## src/rtl/ks_i2s_out.sv

```systemverilog
// Karplus-Strong output stage: captures/attenuates voice samples, serializes mono-duplicated I2S.
// Latency: capture visible in hold 1 clk after strobe; no backpressure, late samples overwritten and flagged.
module ks_i2s_out #(
    parameter int DATA_W   = 16,
    parameter int BCLK_DIV = 4
) (
    input  logic              clk,
    input  logic              aclr,
    input  logic              en,
    input  logic              clk_sample,
    input  logic [DATA_W-1:0] sample,
    input  logic [2:0]        atten,
    input  logic              clear_status,
    output logic              bclk,
    output logic              lrclk,
    output logic              sdata,
    output logic              frame_start,
    output logic              underrun,
    output logic              overrun
);
    localparam int DIV_W   = $clog2(BCLK_DIV);
    localparam int FRAME_W = 2 * DATA_W;
    localparam int BIT_W   = $clog2(FRAME_W);

    logic               cs_dly_q, cs_dly_d;
    logic               en_q, en_d;
    logic [DATA_W-1:0]  hold_q, hold_d;
    logic [FRAME_W-1:0] shift_q, shift_d;
    logic [DIV_W-1:0]   div_cnt_q, div_cnt_d;
    logic [BIT_W-1:0]   bit_cnt_q, bit_cnt_d;
    logic [1:0]         cap_cnt_q, cap_cnt_d;
    logic               bclk_q, bclk_d;
    logic               lrclk_q, lrclk_d;
    logic               sdata_q, sdata_d;
    logic               frame_start_q, frame_start_d;
    logic               underrun_q, underrun_d;
    logic               overrun_q, overrun_d;

    logic signed [DATA_W-1:0] sample_s;
    logic signed [DATA_W-1:0] shifted;
    logic                     rise, en_rise, fall, load;
    logic [DIV_W-1:0]         div_base;
    logic [BIT_W-1:0]         bit_base;
    logic                     bclk_base;

    assign sample_s = sample;

    always_comb begin
        rise      = clk_sample & ~cs_dly_q;
        en_rise   = en & ~en_q;
        cs_dly_d  = clk_sample;
        en_d      = en;
        shifted   = sample_s >>> atten;
        hold_d    = rise ? shifted : hold_q;

        // A fresh enable behaves exactly like coming out of reset.
        div_base  = en_rise ? '0 : div_cnt_q;
        bit_base  = en_rise ? '0 : bit_cnt_q;
        bclk_base = en_rise ? 1'b0 : bclk_q;

        div_cnt_d     = div_cnt_q;
        bit_cnt_d     = bit_cnt_q;
        bclk_d        = 1'b0;
        sdata_d       = 1'b0;
        lrclk_d       = lrclk_q;
        shift_d       = shift_q;
        frame_start_d = 1'b0;
        fall          = 1'b0;
        load          = 1'b0;

        if (en) begin
            bclk_d    = bclk_base;
            sdata_d   = sdata_q;
            bit_cnt_d = bit_base;
            div_cnt_d = div_base + DIV_W'(1);
            if (div_base == DIV_W'(BCLK_DIV - 1)) begin
                div_cnt_d = '0;
                bclk_d    = ~bclk_base;
                fall      = bclk_base;
            end
            if (fall) begin
                bit_cnt_d = (bit_base == BIT_W'(FRAME_W - 1)) ? '0 : bit_base + BIT_W'(1);
                lrclk_d   = (bit_cnt_d >= BIT_W'(DATA_W));
                load      = (bit_cnt_d == BIT_W'(1));
                if (load) begin
                    shift_d       = {hold_q, hold_q};
                    sdata_d       = hold_q[DATA_W-1];
                    frame_start_d = 1'b1;
                end else begin
                    shift_d = shift_q << 1;
                    sdata_d = shift_q[FRAME_W-2];
                end
            end
        end

        // A capture on the load edge belongs to the next frame.
        cap_cnt_d = cap_cnt_q;
        if (load)
            cap_cnt_d = rise ? 2'd1 : 2'd0;
        else if (rise && cap_cnt_q != 2'd3)
            cap_cnt_d = cap_cnt_q + 2'd1;

        underrun_d = (underrun_q & ~clear_status) | (load & (cap_cnt_q == 2'd0));
        overrun_d  = (overrun_q  & ~clear_status) | (load & (cap_cnt_q >= 2'd2));
    end

    always_ff @(posedge clk or posedge aclr) begin
        if (aclr) begin
            cs_dly_q      <= 1'b0;
            en_q          <= 1'b0;
            hold_q        <= '0;
            shift_q       <= '0;
            div_cnt_q     <= '0;
            bit_cnt_q     <= '0;
            cap_cnt_q     <= '0;
            bclk_q        <= 1'b0;
            lrclk_q       <= 1'b0;
            sdata_q       <= 1'b0;
            frame_start_q <= 1'b0;
            underrun_q    <= 1'b0;
            overrun_q     <= 1'b0;
        end else begin
            cs_dly_q      <= cs_dly_d;
            en_q          <= en_d;
            hold_q        <= hold_d;
            shift_q       <= shift_d;
            div_cnt_q     <= div_cnt_d;
            bit_cnt_q     <= bit_cnt_d;
            cap_cnt_q     <= cap_cnt_d;
            bclk_q        <= bclk_d;
            lrclk_q       <= lrclk_d;
            sdata_q       <= sdata_d;
            frame_start_q <= frame_start_d;
            underrun_q    <= underrun_d;
            overrun_q     <= overrun_d;
        end
    end

    assign bclk        = bclk_q;
    assign lrclk       = lrclk_q;
    assign sdata       = sdata_q;
    assign frame_start = frame_start_q;
    assign underrun    = underrun_q;
    assign overrun     = overrun_q;
endmodule

```

## config.mk

```make
export PLATFORM = sky130hd
export DESIGN_NAME = ks_i2s_out
export DESIGN_NICKNAME = d
export VERILOG_FILES = /design/src/rtl/ks_i2s_out.sv
export SDC_FILE = /design/constraint.sdc
export NUM_CORES = 1
export LEC_CHECK = 0
export ABC_AREA = 1
export ABC_CLOCK_PERIOD_IN_PS = 2400
export CAP_MARGIN = 20
export CORE_MARGIN = 2
export CORE_UTILIZATION = 35
export CTS_CLUSTER_DIAMETER = 120
export DETAILED_ROUTE_END_ITERATION = 7
export PLACE_DENSITY = 0.55
export SYNTH_ARGS = -nofsm -noshare
export SYNTH_HDL_FRONTEND = slang
export SYNTH_SLANG_ARGS = --single-unit
```

## constraint.sdc

```tcl
create_clock -name clk -period 2.4 [get_ports clk]
set_input_delay 0.36 -clock clk [delete_from_list [all_inputs] [get_ports clk]]
set_output_delay 0.36 -clock clk [all_outputs]
set_load 0.02 [all_outputs]
```

# [Word level (Yosys, flattened, before mapping)]
# Index checks and enable logic that the tools add are counted.
[word_totals] ff_bits=64 input_bits=24 out_inout_bits=6 elab_cells=62
[op_classes] n_addsub=3 magnitude_cmp=2 eq_ne=5 shift=1 mux=22 bitwise_logic=12 reduce_logical=4
[op_table] operator="two-way mux 31 bit" count=1
[op_table] operator=">>> shifter 16 x 3 -> 16 bit" count=1
[op_table] operator="two-way mux 5 bit" count=3
[op_table] operator="two-way mux 1 bit" count=14
[op_table] operator="two-way mux 2 bit" count=4
[op_table] operator="AND 1 bit" count=6
[op_table] operator="adder 5 x 1 -> 5 bit, second input constant" count=1
[op_table] operator="== test 5 x 1 -> 1 bit, second input constant" count=1
[op_table] operator="== test 5 bit, second input constant" count=1
[op_table] operator=">= comparator 5 bit, second input constant" count=1
[op_table] operator="adder 2 x 1 -> 2 bit, second input constant" count=2
[op_table] operator="inverter 1 bit" count=4
[op_table] operator="== test 2 bit, second input constant" count=1
[op_table] operator=">= comparator 2 bit, second input constant" count=1
[op_table] operator="logical NOT 2 bit" count=1
[op_table] operator="inequality test 2 x 1 -> 1 bit, second input constant" count=1
[op_table] operator="inequality test 2 bit, second input constant" count=1
[op_table] operator="bitwise OR 1 bit" count=2
[op_table] operator="AND reduction 2 bit" count=1
[op_table] operator="nonzero test 2 bit" count=1
[op_table] operator="logical AND 1 bit" count=1

# [Longest topological paths before layout]
[logic_depth] ltp_word=10 ltp_mapped=17

# [Least setup slack after synthesis]
# OpenSTA, ideal clock, no wires.
[synth_timing] path_kind="input -> register" start="in en" end="reg sdata_q (netlist: sdata)" setup_time_ns=0.117 arrival_ns=2.096 t_required_ns=2.283 setup_slack_ns=0.187 cell_stages=17 path_cell_list="buf_6 > nand2_8 > nand2_1 > inv_1 > ha_1 > inv_1 > nor3_1 > ha_1 > inv_1 > nand2_1 > nor2_8 > nand2_4 > buf_6 > nand2_1 > nand2_1 > nand2_1 > nand2_1"
[synth_via] elab_chain_cells=8 elab_cells_between_ends=15 cone_classes="add/sub (1); eq/ne (4); mux (9); bitwise (1)"
[synth_lines] item="start, declared" line_no="9" text="input logic en,"
[synth_lines] item="AND 1 bit" line_no="50" text="en_rise = en & ~en_q;"
[synth_lines] item="two-way mux 5 bit" line_no="58" text="bit_base = en_rise ? '0 : bit_cnt_q;"
[synth_lines] item="adder 5 x 1 -> 5 bit / == test 5 bit (equally long branches)" line_no="82" text="bit_cnt_d = (bit_base == BIT_W'(FRAME_W - 1)) ? '0 : bit_base + BIT_W'(1);"
[synth_lines] item="two-way mux 5 bit" line_no="82"
[synth_lines] item="== test 5 x 1 -> 1 bit" line_no="84" text="load = (bit_cnt_d == BIT_W'(1));"
[synth_lines] item="two-way mux 1 bit" line_no="85" text="if (load) begin"
[synth_lines] item="two-way mux 1 bit" line_no="81" text="if (fall) begin"
[synth_lines] item="two-way mux 1 bit" line_no="71" text="if (en) begin"
[synth_lines] item="end signal, assigned" line_no="132" text="sdata_q <= sdata_d;"
[synth_lines] item="end, declared" line_no="34" text="logic sdata_q, sdata_d;"
# Parallel ways exist; a longest one is shown, timed or not. The select of a mux whose other input is x is not followed.
# A chain may end at the register's enable or synchronous reset.

# [Worst setup path after layout]
[layout_timing] start="reg en_q" end="reg shift_q[28]"
[layout_via] elab_chain_cells=7 elab_cells_between_ends=14 cone_classes="add/sub (1); eq/ne (3); mux (7); bitwise (2); reduce/logical (1)"
[layout_lines] item="start, declared" line_no="26" text="logic en_q, en_d;"
[layout_lines] item="start signal, assigned" line_no="124" text="en_q <= en_d;"
[layout_lines] item="inverter 1 bit (*)" line_no="50"
[layout_lines] item="AND 1 bit (*)" line_no="50"
[layout_lines] item="two-way mux 5 bit / two-way mux 2 bit (equally long branches)" line_no="58, 57"
[layout_lines] item="adder 5 x 1 -> 5 bit, or another cell as far along" line_no="82"
[layout_lines] item="two-way mux 5 bit / two-way mux 1 bit (equally long branches)" line_no="82, 76"
[layout_lines] item="== test 5 x 1 -> 1 bit / two-way mux 1 bit (equally long branches)" line_no="84, 71"
[layout_lines] item="two-way mux 31 bit / AND reduction 2 bit (equally long branches)"
[layout_lines] item="end signal, assigned" line_no="126" text="shift_q <= shift_d;"
[layout_lines] item="end, declared" line_no="28" text="logic [FRAME_W-1:0] shift_q, shift_d;"
# Mark *: on every way between the ends. The rest lies on a longest branch, timed or not. The select of a mux whose other input is x is not followed.

==> results.json <==
{
  "grt_pass1_wl_um": 12800,
  "syn_inst": 466,
  "cp_num_cells": 16,
  "wl_per_cell_um": 11.4,
  "clkTransAtPathRegs_ns": 0.07,
  "dr_total_vias": 2972,
  "relSlewSlack": 0.740,
  "syn-cell-area_um2": 3430,
  "drc": 0,
  "p_sw_frac": 0.305,
  "gr-total-overflow": 0,
  "synth_seq_area_share": 0.466,
  "layout-drive-gt1-share": 0.0978,
  "synth_top_area_cell": "dfrtp_1",
  "yosysWarningCount": 0,
  "post-route-period-util": 0.892,
  "final-setup-viol-count": 0,
  "die_w_um": 103,
  "clock_latency_ns": 0.33,
  "num_io_pins": 30,
  "die_h_um": 103,
  "synth_cell_types": 28,
  "antennaDiodeCount": 0,
  "track_usage": 0.155,
  "cts_buffer_depth": 2,
  "grt_antenna_before_repair": 0,
  "dr.pass1.iters": 4,
  "cts_tree": "built",
  "synthTopCellsByArea": "dfrtp_1 (47%), nand2_1 (23%), o21ai_0 (4.2%)",
  "clockRootBuffer": "clkbuf_8",
  "internal-power_mw": 2.07,
  "slew_viol_final": 0,
  "cts-hold-fix-buffers": 0,
  "htree_levels": 3,
  "dieArea_um2": 10600,
  "worstMarginPinSlew_ns": 0.389,
  "start_util": 0.356,
  "coreArea_um2": 9640,
  "area_growth_pct": 20.3,
  "worstPathCellList": "inv_2 > nand2_8 > nand2_1 > inv_1 > ha_1 > inv_1 > nor3_2 > ha_1 > inv_1 > nand2_1 > nor2_8 > buf_6 > nand3_1 > nand2_1 > nand2_1 > nand2_1",
  "crit_path_max_fanout": 10,
  "rsz0062_at_grt": "false",
  "vdd_drop_max_v": 0.000228,
  "fmax_mhz": 467,
  "fin_nets": 538,
  "seqPwrFrac": 0.494,
  "hp-class": "input port to asynchronous set/reset pin",
  "crit_buf_inv": 5,
  "placedCellCount": 628,
  "dp_hpwl_um": 5450,
  "p_leak_nw": 2.18,
  "gp_congestion": 0.830,
  "rr_worst_depth": 16,
  "instances_no_fill": 644,
  "postRouteAntennaNets": 0,
  "crit_path_frequent_cell": "nand2_1",
  "io_buffer_count": 29,
  "fin_setup_tns_ns": 0,
  "worst-r2r-setup-slack_ns": 0.26,
  "max_stage_delay_ns": 0.37,
  "ys_ff_latch": 64,
  "synth_top_area_share": 0.466,
  "switchingPower_mw": 0.906,
  "grt_max_degree": 35,
  "comb_power_share": 0.223,
  "powerDensity_nw_per_um2": 719,
  "grt_pass1_vias": 2848,
  "crit_arrival_ns": 2.41,
  "synth_nets": 498,
  "hold_viol": 0,
  "required_ns": 2.67,
  "slowest_stage": "dfrtp_1",
  "wl_um": 7350,
  "fin_skew_ns": 0.00580,
  "drt_iter0_drc": 159,
  "status": "finished, final reports clean",
  "path_class": "flip-flop to flip-flop",
  "fin_crit_ns": 2.14,
  "cts_setup_buffers": 0,
  "cts_inserted_buffers": 9,
  "clock_power_share": 0.283,
  "rows": 36,
  "cp-end-kind": "flip-flop",
  "maxCapViolations": 0,
  "cp-start-kind": "flip-flop",
  "via_per_inst": 4.61,
  "syn_avg_cell_area_um2": 7.37,
  "cts_sinks": 64,
  "path_delay_family": "simple AND/OR/NAND/NOR gates"
}
==> final cells by class <==
class | count | area, um^2
fill | 1058 | 5510
tap | 133 | 166
multi-input combinational | 343 | 1570
clock buffer | 13 | 169
timing repair buffer | 51 | 470
sequential | 64 | 1600
inverter | 37 | 139
clock inverter | 3 | 15.0
==> cells in the mapped netlist, drive strengths merged <==
library cell and instances:
clkbuf 6, inv 37, o211ai 1, nand3 27, a21oi 9, nand4 3, a211oi 1, nor2 34
nand3b 1, ha 8, o22ai 9, buf 16, o21ai 32, dfrtp 64, nor3 1, mux2i 2
nand2 214, or2 1
==> what timing repair did <==
action / CTS / global route
setup endpoints to repair: 28 / 29
pin swaps: 0 / 1
gates resized for setup: 2 / 4
==> power by group through the flow <==
stage               combinational [mW]  sequential (mW)  clock (mW)
finish                           0.663             1.47       0.840
global route                     0.781             1.50       0.934
CTS                              0.672             1.47       0.875
detailed placement               0.668             1.48           0
global placement                 0.643             1.49           0
floorplan                        0.506             1.44           0
==> cell families after synthesis <==
logic type / after synthesis / synth area share
buffers and inverters: 59 / 0.0816
multiplexers: 2 / 0.00583
AO/OA/AOI/OAI: 52 / 0.0805
adder cells (fa/ha/maj): 8 / 0.0291
flip-flops: 64 / 0.466
AND/OR/NAND/NOR: 281 / 0.337
==> flip-flops by register name, summed over array words and instances (netlist names) <==
signal / flops
hold_q: 16
sdata: 1
overrun: 1
lrclk: 1
bit_cnt_q: 5
frame_start: 1
div_cnt_q: 2
underrun: 1
shift_q: 31
bclk: 1
en_q: 1
cap_cnt_q: 2
cs_dly_q: 1
==> placed cells by master (no fill, tap or decap) <==
master | netlist | routed
buf_4 | 1 | 20
ha_1 | 8 | 8
nand2_8 | 1 | 2
nand2_2 | 3 | 3
nand2_1 | 209 | 209
inv_1 | 36 | 34
mux2i_1 | 2 | 2
nor3_2 | 0 | 1
o211ai_1 | 1 | 1
o22ai_1 | 9 | 9
buf_12 | 0 | 1
dfrtp_1 | 64 | 64
clkinv_2 | 0 | 3
o21ai_1 | 3 | 3
nor2_1 | 33 | 33
clkbuf_8 | 0 | 12
nor2_8 | 1 | 1
a21oi_1 | 9 | 9
or2_2 | 1 | 1
o21ai_0 | 29 | 29
clkdlybuf4s50_1 | 0 | 28
buf_6 | 6 | 1
inv_2 | 1 | 3
nand3_1 | 26 | 25
clkbuf_1 | 6 | 1
nand3_2 | 1 | 2
nand4_1 | 3 | 3
dlygate4sd2_1 | 0 | 1
nand3b_1 | 1 | 1
a211oi_1 | 1 | 1
==> worst paths after layout <==
check                       startpoint            to
setup / recovery                  en_q   shift_q[28]
setup reg to reg                  en_q   shift_q[28]
hold / removal                    aclr  div_cnt_q[0]
hold reg to reg            shift_q[11]   shift_q[11]
min in group clk           shift_q[11]   shift_q[11]
max in group asynchronous         aclr   shift_q[11]
==> stage by stage <==
stage	util	setup WS (ns)	power, mW	instance area, um^2	hold WS [ns]
floorplan	-	0.187	1.95	3430	0.391
global placement	0.407	-0.309	2.13	3930	0.464
detailed placement	0.407	-0.381	2.15	3930	0.466
CTS	0.427	0.130	3.02	4120	0.321
global route	0.429	0.0447	3.22	4130	0.388
finish	0.429	0.258	2.97	4130	0.324
==> per-layer routing <==
metal	track usage	routed length (um)	vias to the layer above
li1	-	-	1541
met1	0.204	3620	1380
met2	0.255	3440	42
met3	0.0231	186	9
met4	0.0638	102	0
met5	0	0	-
Note: power is estimated with default switching activity, not from simulation.
